## config.mk

```make
export PLATFORM = sky130hd
export DESIGN_NAME = wb_write_arbiter
export DESIGN_NICKNAME = d
export VERILOG_FILES = /design/src/rtl/wb_pkg.sv /design/src/rtl/wb_squash_fifo.sv /design/src/rtl/wb_write_arbiter.sv
export SDC_FILE = /design/constraint.sdc
export NUM_CORES = 1
export LEC_CHECK = 0
export CORE_MARGIN = 10
export CORE_UTILIZATION = 40
export DETAILED_ROUTE_END_ITERATION = 8
export HOLD_SLACK_MARGIN = 0.02
export PLACE_DENSITY = 0.7
export SYNTH_ARGS = -nofsm -noshare
export SYNTH_HDL_FRONTEND = slang
export SYNTH_SLANG_ARGS = --single-unit
```

## constraint.sdc

```tcl
create_clock -name clk -period 4.6 [get_ports clk]
set_clock_uncertainty 0.2 [all_clocks]
set_input_delay 0.69 -clock clk [delete_from_list [all_inputs] [get_ports clk]]
set_output_delay 0.69 -clock clk [all_outputs]
set_load 0.03 [all_outputs]
```

## src/rtl/wb_pkg.sv

```systemverilog
`default_nettype none
// ============================================================================
// Module   : wb_pkg
// Purpose  : Shared constants and types for the write-back arbiter slice.
//            Default result/address widths, the PC register index (never
//            written through the register-file port) and the queued-entry
//            record layout.
// Revision : 1.0  initial release
// ============================================================================
package wb_pkg;

    localparam int WB_DATA_W = 32;
    localparam int WB_REG_AW = 4;

    localparam logic [3:0] PC_REG = 4'd15;

    typedef struct packed {
        logic                 live;
        logic [WB_REG_AW-1:0] dest;
        logic [WB_DATA_W-1:0] data;
    } wb_entry_t;

endpackage : wb_pkg
`default_nettype wire

```

## src/rtl/wb_squash_fifo.sv

```systemverilog
`default_nettype none
// ============================================================================
// Module   : wb_squash_fifo
// Purpose  : Small in-order buffer for displaced ALU results. Each entry has
//            a live bit; a squash request kills every entry whose destination
//            matches, so an older queued ALU result never overwrites a newer
//            load. Dead entries still occupy a slot until popped.
// Config   : WB_PENDING_MASK_EN - when defined, pending_mask is the OR of the
//            destinations of all live entries; otherwise it is tied to zero.
// Ports    : clk, rst (async, active-high)
//            push/push_live/push_dest/push_data - write tail entry
//            pop                                - retire head entry
//            squash/squash_dest                 - kill entries by destination
//            empty, full                        - occupancy flags
//            head_live/head_dest/head_data      - current head entry
//            pending_mask                       - live-destination bitmap
// Revision : 1.0  initial release
// ============================================================================
module wb_squash_fifo
    import wb_pkg::*;
#(
    parameter int DATA_W     = WB_DATA_W,
    parameter int REG_AW     = WB_REG_AW,
    parameter int FIFO_DEPTH = 4
) (
    input  logic                 clk,
    input  logic                 rst,
    input  logic                 push,
    input  logic                 push_live,
    input  logic [REG_AW-1:0]    push_dest,
    input  logic [DATA_W-1:0]    push_data,
    input  logic                 pop,
    input  logic                 squash,
    input  logic [REG_AW-1:0]    squash_dest,
    output logic                 empty,
    output logic                 full,
    output logic                 head_live,
    output logic [REG_AW-1:0]    head_dest,
    output logic [DATA_W-1:0]    head_data,
    output logic [2**REG_AW-1:0] pending_mask
);

    localparam int PTR_W = (FIFO_DEPTH > 1) ? $clog2(FIFO_DEPTH) : 1;
    localparam int CNT_W = PTR_W + 1;

    logic [FIFO_DEPTH-1:0] live;
    logic [REG_AW-1:0]     dest [FIFO_DEPTH];
    logic [DATA_W-1:0]     data [FIFO_DEPTH];
    logic [PTR_W-1:0]      wr_ptr;
    logic [PTR_W-1:0]      rd_ptr;
    logic [CNT_W-1:0]      count;

    assign empty     = (count == '0);
    assign full      = (count == CNT_W'(FIFO_DEPTH));
    assign head_live = live[rd_ptr];
    assign head_dest = dest[rd_ptr];
    assign head_data = data[rd_ptr];

    // Control state and live bits reset asynchronously so an abort empties
    // the buffer and clears pending status at once. A popped slot has its
    // live bit cleared, so only occupied slots can ever be live; this lets
    // pending_mask scan every slot without an occupancy window.
    always_ff @(posedge clk or posedge rst) begin
        if (rst) begin
            live   <= '0;
            wr_ptr <= '0;
            rd_ptr <= '0;
            count  <= '0;
        end else begin
            if (squash) begin
                for (int i = 0; i < FIFO_DEPTH; i++) begin
                    if (dest[i] == squash_dest) begin
                        live[i] <= 1'b0;
                    end
                end
            end
            if (pop) begin
                live[rd_ptr] <= 1'b0;
                rd_ptr       <= rd_ptr + 1'b1;
            end
            // Push comes last: its live bit already accounts for a same-cycle
            // squash, so it must override the loop above for its own slot.
            if (push) begin
                live[wr_ptr] <= push_live;
                wr_ptr       <= wr_ptr + 1'b1;
            end
            case ({push, pop})
                2'b10:   count <= count + 1'b1;
                2'b01:   count <= count - 1'b1;
                default: count <= count;
            endcase
        end
    end

    // Payload storage needs no reset; the live bits gate its meaning.
    always_ff @(posedge clk) begin
        if (push) begin
            dest[wr_ptr] <= push_dest;
            data[wr_ptr] <= push_data;
        end
    end

`ifdef WB_PENDING_MASK_EN
    always_comb begin
        pending_mask = '0;
        for (int i = 0; i < FIFO_DEPTH; i++) begin
            if (live[i]) begin
                pending_mask[dest[i]] = 1'b1;
            end
        end
    end
`else
    assign pending_mask = '0;
`endif

endmodule : wb_squash_fifo
`default_nettype wire

```

## src/rtl/wb_write_arbiter.sv

```systemverilog
`default_nettype none
// ============================================================================
// Module   : wb_write_arbiter
// Purpose  : Owns the single register-file write port. Each cycle selects one
//            of: a load response, the head of the ALU result buffer, or a
//            bypassed ALU result, and registers it onto the write port.
//            ALU results that lose arbitration are queued; loads squash
//            older queued results aimed at the same register.
// Config   : WB_PENDING_MASK_EN - enables the per-register pending bitmap;
//            when undefined pending_mask is constant zero.
// Ports    : clk, rst (async, active-high)
//            alu_valid/alu_dest/alu_data/alu_ready - ALU producer (handshake)
//            ld_valid/ld_dest/ld_data              - load producer (no stall)
//            wb_en/wb_dest/wb_data                 - registered write port
//            pending_mask                          - live queued destinations
// Revision : 1.0  initial release
// ============================================================================
module wb_write_arbiter
    import wb_pkg::*;
#(
    parameter int DATA_W     = WB_DATA_W,
    parameter int REG_AW     = WB_REG_AW,
    parameter int FIFO_DEPTH = 4
) (
    input  logic                 clk,
    input  logic                 rst,
    input  logic                 alu_valid,
    input  logic [REG_AW-1:0]    alu_dest,
    input  logic [DATA_W-1:0]    alu_data,
    output logic                 alu_ready,
    input  logic                 ld_valid,
    input  logic [REG_AW-1:0]    ld_dest,
    input  logic [DATA_W-1:0]    ld_data,
    output logic                 wb_en,
    output logic [REG_AW-1:0]    wb_dest,
    output logic [DATA_W-1:0]    wb_data,
    output logic [2**REG_AW-1:0] pending_mask
);

    localparam logic [REG_AW-1:0] PC_DEST = REG_AW'(PC_REG);

    logic              fifo_empty;
    logic              fifo_full;
    logic              head_live;
    logic [REG_AW-1:0] head_dest;
    logic [DATA_W-1:0] head_data;

    logic              alu_acc;
    logic              pop;
    logic              push;
    logic              push_live;
    logic              sel_en;
    logic [REG_AW-1:0] sel_dest;
    logic [DATA_W-1:0] sel_data;

    // Readiness looks only at current occupancy: a full buffer refuses a
    // push even in a cycle where it is also popping.
    assign alu_ready = !fifo_full;
    assign alu_acc   = alu_valid & alu_ready;

    // A result headed to the PC is never written, so it is queued dead and
    // never shows in the pending bitmap. A result aimed at the register a
    // load is writing this cycle is older than that load and is also dead.
    assign push_live = (alu_dest != PC_DEST) && !(ld_valid && (alu_dest == ld_dest));

    always_comb begin
        sel_en   = 1'b0;
        sel_dest = wb_dest;
        sel_data = wb_data;
        pop      = 1'b0;
        push     = 1'b0;
        if (ld_valid) begin
            sel_en   = (ld_dest != PC_DEST);
            sel_dest = ld_dest;
            sel_data = ld_data;
            push     = alu_acc;
        end else if (!fifo_empty) begin
            pop      = 1'b1;
            sel_en   = head_live && (head_dest != PC_DEST);
            sel_dest = head_dest;
            sel_data = head_data;
            push     = alu_acc;
        end else if (alu_acc) begin
            sel_en   = (alu_dest != PC_DEST);
            sel_dest = alu_dest;
            sel_data = alu_data;
        end
    end

    wb_squash_fifo #(
        .DATA_W     (DATA_W),
        .REG_AW     (REG_AW),
        .FIFO_DEPTH (FIFO_DEPTH)
    ) u_fifo (
        .clk          (clk),
        .rst          (rst),
        .push         (push),
        .push_live    (push_live),
        .push_dest    (alu_dest),
        .push_data    (alu_data),
        .pop          (pop),
        .squash       (ld_valid),
        .squash_dest  (ld_dest),
        .empty        (fifo_empty),
        .full         (fifo_full),
        .head_live    (head_live),
        .head_dest    (head_dest),
        .head_data    (head_data),
        .pending_mask (pending_mask)
    );

    always_ff @(posedge clk or posedge rst) begin
        if (rst) begin
            wb_en   <= 1'b0;
            wb_dest <= '0;
            wb_data <= '0;
        end else begin
            wb_en   <= sel_en;
            wb_dest <= sel_dest;
            wb_data <= sel_data;
        end
    end

endmodule : wb_write_arbiter
`default_nettype wire

```

==> flow_metrics.env <==
export IMPL_status="finished, violations left"
export IMPL_violations="DRC"
export IMPL_finalCritPeriodShare=0.6025
export IMPL_yosysTopAreaCell="edfxtp_1"
export IMPL_numCtsBuffers=17
export IMPL_port_buffers=113
export IMPL_r2r_start="u_fifo.rd_ptr[0]"
export IMPL_hold_depth=2
export IMPL_switching_power_mw=1.956
export IMPL_synth_area_leaders="edfxtp_1 53%, dfrtp_1 15%, mux4_2 10%"
export IMPL_switching_share=0.3279
export IMPL_setup_viol=0
export IMPL_cellLeakagePower_nw=3.518
export IMPL_grt_pass1_vias=5184
export IMPL_fin_crit_ps=2771
export IMPL_synthDominantCellAreaShare=0.5287
export IMPL_drtIter0Drc=500
export IMPL_tns_ps=0
export IMPL_ant_nets=0
export IMPL_layout_cells_non_filler=904
export IMPL_powerDensity_nw_per_um2=594.1
export IMPL_clk_pin_slew_ps=70
export IMPL_cts_root_buf="clkbuf_16"
export IMPL_cp_data_arrival_time_ps=1880
export IMPL_clkPwrFrac=0.237
export IMPL_power_frac_comb=0.322
export IMPL_drcViolationCount=5
export IMPL_irDropWorstVdd_v=0.0003384
export IMPL_cts_resized=0
export IMPL_dieHeight_um=163.0
export IMPL_dp_hpwl_um=12060
export IMPL_rows=52
export IMPL_antenna_cells=0
export IMPL_required_ps=3710
export IMPL_ff2ff_path_depth=4
export IMPL_pwr_share_seq=0.441
export IMPL_maxSlewHeadroom=0.2908
export IMPL_die_width_um=163.0
export IMPL_seq_area_frac_synth=0.6755
export IMPL_area_growth_pct=22.78
export IMPL_maxSlewViolCount=0
export IMPL_hold_viol_final=0
export IMPL_nFillCells=1703
export IMPL_clk_latency_ps=430
export IMPL_grt_pass1_wl_um=29330
export IMPL_hold_class="flip-flop to flip-flop"
export IMPL_start_kind="flip-flop"
export IMPL_track_usage=0.1432
export IMPL_min_from="wb_data[0]"
export IMPL_num_io_pins=130
export IMPL_dp_cells=872
export IMPL_vias=4767
export IMPL_detail_route_first_pass_iterations=9
export IMPL_netlist_instances=517
export IMPL_drv_cap=0
export IMPL_path_class="flip-flop to output port"
export IMPL_critPathCaptureType="output port"
export IMPL_syn_area_sq_um=8179
export IMPL_clock_fmax_mhz=360.8
export IMPL_power_internal_mw=4.010
export IMPL_ys_ff_latch=192
export IMPL_cp_max_fo=5
export IMPL_cts_hold_buf=0
export IMPL_vias_per_cell=5.273
export IMPL_drt_wl_total_um=18900
export IMPL_initial_core_util=0.4055
export IMPL_gp_congestion=0.8344
export IMPL_yosysUniqueCellTypes=32
export IMPL_rrSetupSlack_ps=1960
export IMPL_drive_above_1_share=0.1341
export IMPL_postSynthAreaPerCell_sq_um=15.82
export IMPL_cts_max_path_buffers=2
export IMPL_clock_sinks=192
export IMPL_die_area_sq_um=26570
export IMPL_rsz0062_at_grt="no"
export IMPL_grt_max_degree=49
export IMPL_grt_overflow_total=0
export IMPL_hold_path_endpoint="wb_data[0]"
export IMPL_yosysWarnings=0
export IMPL_wl_per_cell_um=20.90
export IMPL_htree_num_levels=4
export IMPL_core_area_sq_um=20170
export IMPL_layout_nets=707
export IMPL_worst_pin_slew_ps=1064
export IMPL_antenna_found_initial=0
export IMPL_post_cts_buffers=0
export IMPL_cts_tree="yes"
export IMPL_reg2reg_to="wb_data[19]"
## worst max-delay path: stages (launching register included)
cell and delay [ps]:
dfrtp_1 440, inv_1 110, nand3_1 180, clkdlybuf4s50_1 710
## logic make-up after synthesis
group / Yosys count / synth area share
flip-flops: 192 / 0.6755
AND/OR/NAND/NOR: 136 / 0.07863
buffers and inverters: 66 / 0.04222
AO/OA/AOI/OAI: 48 / 0.05538
multiplexers: 42 / 0.1080
XOR/XNOR: 22 / 0.02356
adder cells (fa/ha/maj): 10 / 0.01622
other: 1 / 0.0004585
## state kept, by name, indices dropped and copies added, names as in the netlist
signal and flops:
u_fifo.live 4, u_fifo.count 3, wb_en 1, u_fifo.dest 16, wb_data 32, u_fifo.data 128
u_fifo.rd_ptr 2, wb_dest 4, u_fifo.wr_ptr 2
## worst max-delay path by stage
stage | slack, ps | end | from | depth (start not counted)
2_1_floorplan | 1740 | u_fifo.data[0][0] | ld_valid | 4
3_3_place_gp | 1520 | u_fifo.data[1][24] | ld_valid | 4
3_5_place_dp | 1430 | u_fifo.data[0][23] | ld_valid | 4
4_1_cts | 1810 | alu_ready | u_fifo.count[0] | 3
5_1_grt | 1700 | wb_data[7] | u_fifo.rd_ptr[0] | 4
6_report | 1830 | alu_ready | u_fifo.count[0] | 3
## layout make-up
class | instances | area, sq um | area share
repair buffers | 119 | 1166 | 0.1161
clock inverters | 11 | 107.6 | 0.01072
multi-input cells | 274 | 2379 | 0.2369
flip-flops and latches | 192 | 5528 | 0.5505
clock buffers | 21 | 460.4 | 0.04585
well taps | 270 | 337.8 | 0.03364
inverters | 17 | 63.81 | 0.006354
## cell usage after synthesis
master      n
mux4_2     37
nor2_1     72
o221ai_1    3
xnor2_1    20
a222oi_1   37
or2_2       1
buf_4      16
mux2i_1     5
fa_1        1
ha_1        9
nand3_1     7
o2111a_1    1
and2_1      4
dfrtp_1    48
buf_2      12
o21ai_0     3
edfxtp_1  144
o31ai_1     1
buf_6       3
nand4_1     4
nor4_1      1
nand2_1     7
nand2b_1   38
xor2_1      2
a21oi_1     1
a31o_2      1
o31a_1      1
clkbuf_1   18
conb_1      1
nor3_1      1
inv_1      17
nor2b_1     1
## metal layers
layer,global-route usage,share of wire,vias to the layer above
li1,-,-,2151
met1,0.1787,0.41,2407
met2,0.2341,0.50,196
met3,0.04626,0.082,13
met4,0.04057,0.0089,0
met5,0,0,-
## cells in the final DEF (no fill, tap or decap), drive strengths merged, types with 2 or more instances in the layout
cell type,count
buf,8
nand3,7
mux2i,5
a222oi,37
dfrtp,48
edfxtp,144
and2,4
nand2,7
clkbuf,21
nand2b,38
xor2,2
nor2,72
conb,16
nand4,4
clkdlybuf4s50,111
o21ai,3
mux4,37
o221ai,3
xnor2,20
inv,18
ha,9
clkinv,8
## through the flow
stage | cell area [sq um] | util | setup WS [ps] | power (mW) | hold slack [ps]
6_report | 10040 | 0.4979 | 1829 | 5.966 | 296.5
3_5_place_dp | 9474 | 0.4697 | 1432 | 4.625 | 288.5
4_1_cts | 10040 | 0.4979 | 1808 | 6.031 | 303.2
3_3_place_gp | 9474 | 0.4697 | 1520 | 4.556 | 281.7
5_1_grt | 10040 | 0.4979 | 1705 | 6.271 | 334.3
2_1_floorplan | 8235 | - | 1739 | 3.908 | 304.0
## power by group through the flow
| stage | clock, mW | sequential [mW] | combinational, mW |
|---|---|---|---|
| after global placement | 0 | 2.65 | 1.91 |
| after floorplan | 0 | 2.79 | 1.11 |
| after detailed placement | 0 | 2.68 | 1.95 |
| after global routing | 1.52 | 2.69 | 2.06 |
| final | 1.41 | 2.63 | 1.92 |
| after CTS | 1.43 | 2.64 | 1.95 |
Power figures use the tool's default switching activity.
